**src/rtl/id_seg.sv**
```systemverilog
// Instruction-decode stage of a 5-stage MIPS-like pipeline.
// Holds the 32x32 register file with write-through bypass from WB, decodes the
// instruction coming from fetch, detects load-use hazards against the load in EX
// and loads the ID/EX pipeline register (or a bubble) on every rising edge.
module id_seg (
  input  logic        clk,
  input  logic        rst,
  input  logic [31:0] IRi,
  input  logic [31:0] PCi,
  input  logic [31:0] NPCi,
  input  logic        flush,
  input  logic        exMemRead,
  input  logic [4:0]  exRt,
  input  logic        wbEn,
  input  logic [4:0]  wbAddr,
  input  logic [31:0] wbData,
  output logic        stall,
  output logic [31:0] IRo,
  output logic [31:0] PCo,
  output logic [31:0] NPCo,
  output logic [31:0] A,
  output logic [31:0] B,
  output logic [31:0] Imm,
  output logic [4:0]  dst,
  output logic        regWrite,
  output logic        memRead,
  output logic        memWrite,
  output logic        isBranch,
  output logic        isJump,
  output logic        illegal,
  output logic [31:0] jTarget
);

  localparam logic [5:0] OP_RTYPE = 6'h00;
  localparam logic [5:0] OP_J     = 6'h02;
  localparam logic [5:0] OP_JAL   = 6'h03;
  localparam logic [5:0] OP_BEQ   = 6'h04;
  localparam logic [5:0] OP_BNE   = 6'h05;
  localparam logic [5:0] OP_ADDI  = 6'h08;
  localparam logic [5:0] OP_ORI   = 6'h0D;
  localparam logic [5:0] OP_LW    = 6'h23;
  localparam logic [5:0] OP_SW    = 6'h2B;

  logic [31:0] regs_r [32];

  logic [5:0]  op_s;
  logic [4:0]  rs_s, rt_s, rd_s;
  logic [31:0] rs_val_s, rt_val_s;
  logic [31:0] imm_s;
  logic [4:0]  dst_s;
  logic        wr_s, mem_read_s, mem_write_s, branch_s, jump_s, illegal_s, jal_s;
  logic        uses_rt_s, hazard_s, bubble_s;

  assign op_s = IRi[31:26];
  assign rs_s = IRi[25:21];
  assign rt_s = IRi[20:16];
  assign rd_s = IRi[15:11];

  // Register read with same-cycle bypass of the WB write; $0 always reads zero.
  always_comb begin
    rs_val_s = 32'd0;
    rt_val_s = 32'd0;
    if (wbEn && (wbAddr == rs_s) && (rs_s != 5'd0)) begin
      rs_val_s = wbData;
    end else if (rs_s != 5'd0) begin
      rs_val_s = regs_r[rs_s];
    end else begin
      rs_val_s = 32'd0;
    end
    if (wbEn && (wbAddr == rt_s) && (rt_s != 5'd0)) begin
      rt_val_s = wbData;
    end else if (rt_s != 5'd0) begin
      rt_val_s = regs_r[rt_s];
    end else begin
      rt_val_s = 32'd0;
    end
  end

  // Opcode decode into control, destination and extended immediate.
  always_comb begin
    imm_s       = 32'd0;
    dst_s       = 5'd0;
    wr_s        = 1'b0;
    mem_read_s  = 1'b0;
    mem_write_s = 1'b0;
    branch_s    = 1'b0;
    jump_s      = 1'b0;
    jal_s       = 1'b0;
    illegal_s   = 1'b0;
    uses_rt_s   = 1'b0;
    case (op_s)
      OP_RTYPE: begin
        dst_s     = rd_s;
        wr_s      = 1'b1;
        uses_rt_s = 1'b1;
      end
      OP_ADDI: begin
        imm_s = {{16{IRi[15]}}, IRi[15:0]};
        dst_s = rt_s;
        wr_s  = 1'b1;
      end
      OP_ORI: begin
        imm_s = {16'd0, IRi[15:0]};
        dst_s = rt_s;
        wr_s  = 1'b1;
      end
      OP_LW: begin
        imm_s      = {{16{IRi[15]}}, IRi[15:0]};
        dst_s      = rt_s;
        wr_s       = 1'b1;
        mem_read_s = 1'b1;
      end
      OP_SW: begin
        imm_s       = {{16{IRi[15]}}, IRi[15:0]};
        mem_write_s = 1'b1;
        uses_rt_s   = 1'b1;
      end
      OP_BEQ, OP_BNE: begin
        imm_s     = {{16{IRi[15]}}, IRi[15:0]};
        branch_s  = 1'b1;
        uses_rt_s = 1'b1;
      end
      OP_J: begin
        jump_s = 1'b1;
      end
      OP_JAL: begin
        jump_s = 1'b1;
        jal_s  = 1'b1;
        dst_s  = 5'd31;
        wr_s   = 1'b1;
      end
      default: begin
        illegal_s = 1'b1;
      end
    endcase
  end

  // A load in EX feeding a source of this instruction forces a one-cycle bubble.
  assign hazard_s = exMemRead && (exRt != 5'd0) &&
                    ((exRt == rs_s) || ((exRt == rt_s) && uses_rt_s));
  assign stall    = hazard_s && !flush && !rst;
  assign bubble_s = hazard_s || flush;

  // Register file: synchronous clear on reset, WB write otherwise ($0 never written).
  always_ff @(posedge clk) begin
    if (rst) begin
      for (int i = 0; i < 32; i++) begin
        regs_r[i] <= 32'd0;
      end
    end else if (wbEn && (wbAddr != 5'd0)) begin
      regs_r[wbAddr] <= wbData;
    end else begin
      regs_r[0] <= 32'd0;
    end
  end

  // ID/EX register: reset and bubbles load all-zero, otherwise the decoded instruction.
  always_ff @(posedge clk) begin
    if (rst || bubble_s) begin
      IRo      <= 32'd0;
      PCo      <= 32'd0;
      NPCo     <= 32'd0;
      A        <= 32'd0;
      B        <= 32'd0;
      Imm      <= 32'd0;
      dst      <= 5'd0;
      regWrite <= 1'b0;
      memRead  <= 1'b0;
      memWrite <= 1'b0;
      isBranch <= 1'b0;
      isJump   <= 1'b0;
      illegal  <= 1'b0;
      jTarget  <= 32'd0;
    end else begin
      IRo      <= IRi;
      PCo      <= PCi;
      NPCo     <= NPCi;
      A        <= rs_val_s;
      B        <= jal_s ? NPCi : rt_val_s;
      Imm      <= imm_s;
      dst      <= dst_s;
      regWrite <= wr_s && (dst_s != 5'd0);
      memRead  <= mem_read_s;
      memWrite <= mem_write_s;
      isBranch <= branch_s;
      isJump   <= jump_s;
      illegal  <= illegal_s;
      jTarget  <= {NPCi[31:28], IRi[25:0], 2'b00};
    end
  end

endmodule

```
**config.mk**
```make
export PLATFORM = sky130hd
export DESIGN_NAME = id_seg
export DESIGN_NICKNAME = d
export VERILOG_FILES = /design/src/rtl/id_seg.sv
export SDC_FILE = /design/constraint.sdc
export NUM_CORES = 2
export LEC_CHECK = 0
export BUFFER_PORTS_ARGS = -buffer_cell sky130_fd_sc_hd__buf_2
export CORE_MARGIN = 4
export CORE_UTILIZATION = 50
export DETAILED_ROUTE_END_ITERATION = 8
export PLACE_DENSITY = 0.7
export SLEW_MARGIN = 15
export SYNTH_ARGS = -nofsm -noshare
export SYNTH_HDL_FRONTEND = slang
export SYNTH_SLANG_ARGS = --single-unit
```
**constraint.sdc**
```tcl
create_clock -name clk -period 5.03 [get_ports clk]
set_input_delay 0.503 -clock clk [delete_from_list [all_inputs] [get_ports clk]]
set_output_delay 0.503 -clock clk [all_outputs]
set_load 0.02 [all_outputs]
```
==> impl_metrics.json <==
{
  "grt_pass1_vias": 43500,
  "synth_area_leaders": "edfxtp_1, mux4_2, nor3_1",
  "yosys_warnings": 0,
  "crit_type": "in2out",
  "fin_total_pwr_uw": 24900,
  "gp_congestion": 0.946,
  "hp-class": "in2reg",
  "die_w_um": 356,
  "ys.flop_type": "edfxtp_1",
  "maxCapViolCount": 0,
  "netlist-cell-type-count": 59,
  "finalCritPeriodShare_pct": 70.2,
  "stdcell_area_mm2": 0.0693,
  "antenna_found_initial": 16,
  "avgViaCountPerCell": 7.27,
  "arrival_ns": 3.03,
  "netlist_instances": 4256,
  "fmax_mhz": 283,
  "ant_nets": 0,
  "cts_buffers": 134,
  "coreArea_mm2": 0.120,
  "avgSynthCellArea_um2": 14.2,
  "ys_seq_area_share_pct": 57.0,
  "cpMostUsedCell": "buf_2",
  "seqPwrFrac_pct": 47.2,
  "grt_pass1_wl_mm": 319,
  "clk-insertion-delay-late_ns": 0.79,
  "synth_area_mm2": 0.0606,
  "leakagePower_uw": 0.0234,
  "r2r_cells": 6,
  "post_cts_buffers": 0,
  "vdd_drop_max_uv": 270,
  "required_ns": 4.53,
  "status": "completed",
  "ios": 379,
  "wl_mm": 227,
  "cts.path.max_buffers": 3,
  "grt_usage_pct": 35.2,
  "p_per_area_mw_per_mm2": 359,
  "wire_per_inst_um": 36.8,
  "drv_slew": 0,
  "period_needed_ns": 3.53,
  "cts_max_level": 4,
  "comb_power_share_pct": 13.6,
  "cts_tree": "done",
  "crit_family": "simple AND/OR/NAND/NOR gates",
  "fin_nets": 4588,
  "whs_ns": 0.0335,
  "swShare_pct": 26.5,
  "hold_violations": 0,
  "synth.ff_latch_count": 1212,
  "max_stage_delay_ns": 0.51,
  "start_kind": "input port",
  "die_h_um": 356,
  "synth_edf_count": 1024,
  "nFillCells": 9257,
  "grt_overflow_total": 0,
  "cp_slowest_cell": "or4_1",
  "crit_chain": "buf_2 -> xnor2_1 -> nand4_1 -> or4_1 -> a21oi_4 -> nor3b_1 -> buf_4 -> buf_2",
  "drt_pre_antenna_iters": 6,
  "start_util_pct": 50.4,
  "die-area_mm2": 0.127,
  "numClockSinks": 1212,
  "area_delta_synth_final_pct": 14.4,
  "drive_gt1_share_pct": 29.7,
  "clk_pin_slew_ns": 0.06,
  "setup_ws_ns": 1.50,
  "hold_depth": 2,
  "yosys.area.top_type": "edfxtp_1",
  "slew_headroom_pct": 15.3,
  "io_buffers": 376,
  "p_clk_share_pct": 39.3,
  "rsz0062_at_grt": "false",
  "dp_hpwl_mm": 136,
  "cp.buffers_inverters": 3,
  "clock_skew_ns": 0.0441,
  "clockRootBuffer": "clkbuf_16",
  "crit_cells": 8,
  "vias": 44900,
  "grt_start_max_net_pins": 109,
  "drt-initial-drc-count": 7442,
  "yosysTopAreaCellShare_pct": 50.8,
  "worstMarginPinSlew_ns": 1.27,
  "power.switching_uw": 6600,
  "drcViolationCount": 0,
  "post-place-ws_ns": 1.39,
  "fin_tns_setup_ns": 0,
  "placed_area_mm2": 0.0642,
  "setup_viol": 0,
  "cp_max_fo": 12,
  "end_kind": "output pin",
  "intPower_uw": 18300,
  "rows": 127,
  "synth-async-reset-ratio_pct": 0
}
metrics by stage:
stage	utilization, %	std cells
finish	57.7	6174
global route	57.7	6169
CTS	57.6	6167
detailed placement	53.4	5841
global placement	53.4	5841
floorplan	-	4289
cells in the final DEF (no fill, tap or decap), types with 9 or more instances in the layout:
cell / instances
edfxtp_1: 1024
nor3_1: 938
mux4_2: 512
buf_2: 366
dfxtp_1: 188
mux2i_1: 154
clkbuf_16: 139
buf_4: 135
and2_1: 114
dlygate4sd3_1: 79
nand2_1: 77
nor4_1: 67
nor2_1: 57
a22oi_1: 52
nand2b_1: 40
mux2_2: 38
conb_1: 34
clkinv_1: 33
buf_12: 30
nor2b_1: 29
o21bai_4: 29
o2111ai_1: 28
o211ai_1: 28
o211a_1: 28
a211oi_1: 27
a21oi_1: 26
inv_1: 25
a31o_1: 25
clkbuf_1: 24
a22o_1: 18
clkinv_2: 18
o22ai_1: 14
clkbuf_8: 14
xnor2_1: 13
a222oi_1: 9
inv_6: 9
final cells by class:
class | instances | area, um2 | share of cell area (%)
clock buffers | 177 | 3750 | 5.42
inverters | 32 | 120 | 0.173
flip-flops and latches | 1212 | 34500 | 49.8
diodes | 6 | 15.0 | 0.0217
repair buffers | 617 | 4350 | 6.28
clock inverters | 70 | 552 | 0.796
multi-input cells | 2448 | 24000 | 34.6
well taps | 1612 | 2020 | 2.91
cells by family (layout without fill, tap and decap cells):
family	count (synthesis)	count (layout)	share of synthesized area (%)
simple gates	1376	1376	11.8
buf+inv	629	896	4.54
mux	704	704	22.3
xor+xnor	21	21	0.304
compound gates	313	313	4.10
other cells	1	40	0.00619
flops	1212	1212	57.0
sequential cells by signal, summed over array words and instances (netlist names):
| register | cells |
|---|---|
| regs_r | 1024 |
| A | 32 |
| B | 32 |
| IRo | 32 |
| NPCo | 32 |
| PCo | 32 |
| Imm | 17 |
| dst | 5 |
| illegal | 1 |
| isBranch | 1 |
| isJump | 1 |
| memRead | 1 |
| memWrite | 1 |
| regWrite | 1 |
worst paths after layout:
path / start / end / slack (ns)
setup / recovery: IRi[20] / stall / 1.50
setup reg to reg: regs_r[15][31] / B[31] / 2.31
hold reg to reg: regs_r[28][12] / A[12] / 0.91
hold / removal: wbData[14] / A[14] / 0.03
metal layers:
metal | up-vias | routed length, um | global-route usage [%]
li1 | 17300 | - | -
met1 | 22200 | 73000 | 44.1
met2 | 4428 | 99100 | 52.0
met3 | 917 | 39500 | 14.9
met4 | 20 | 15500 | 19.1
met5 | - | 215 | 0.538
cell usage after synthesis, types with 9 or more instances:
| library cell | n |
|---|---|
| a211oi_1 | 27 |
| a22oi_1 | 52 |
| nand2_1 | 85 |
| mux4_2 | 512 |
| o21bai_1 | 29 |
| mux2_2 | 38 |
| nor2b_1 | 32 |
| nor2_1 | 59 |
| a31o_1 | 25 |
| dfxtp_1 | 188 |
| a22o_1 | 18 |
| buf_2 | 90 |
| and2_1 | 115 |
| o2111ai_1 | 28 |
| nor3_1 | 939 |
| o22ai_1 | 14 |
| mux2i_1 | 154 |
| clkbuf_1 | 413 |
| edfxtp_1 | 1024 |
| nand2b_1 | 44 |
| o211ai_1 | 28 |
| xnor2_1 | 13 |
| a222oi_1 | 9 |
| nor4_1 | 67 |
| a21oi_1 | 26 |
| buf_1 | 28 |
| inv_1 | 32 |
| buf_4 | 57 |
| o211a_1 | 28 |
what timing repair did:
| item | in CTS | in global routing |
|---|---|---|
| hold buffers | 79 | 0 |
| hold endpoints to repair | 108 | 0 |
| setup endpoints to repair | 0 | 0 |
| resized for setup | 0 | 0 |
power by group through the flow:
| stage | Clock [uW] | Combinational [uW] | Sequential, uW |
|---|---|---|---|
| after floorplan | 0 | 1910 | 11900 |
| after global placement | 0 | 3180 | 11900 |
| after detailed placement | 0 | 3200 | 11900 |
| after CTS | 9770 | 3260 | 11700 |
| after global routing | 10200 | 3440 | 11800 |
| final | 9770 | 3380 | 11700 |
No activity file was read; power rests on OpenSTA's default activity.
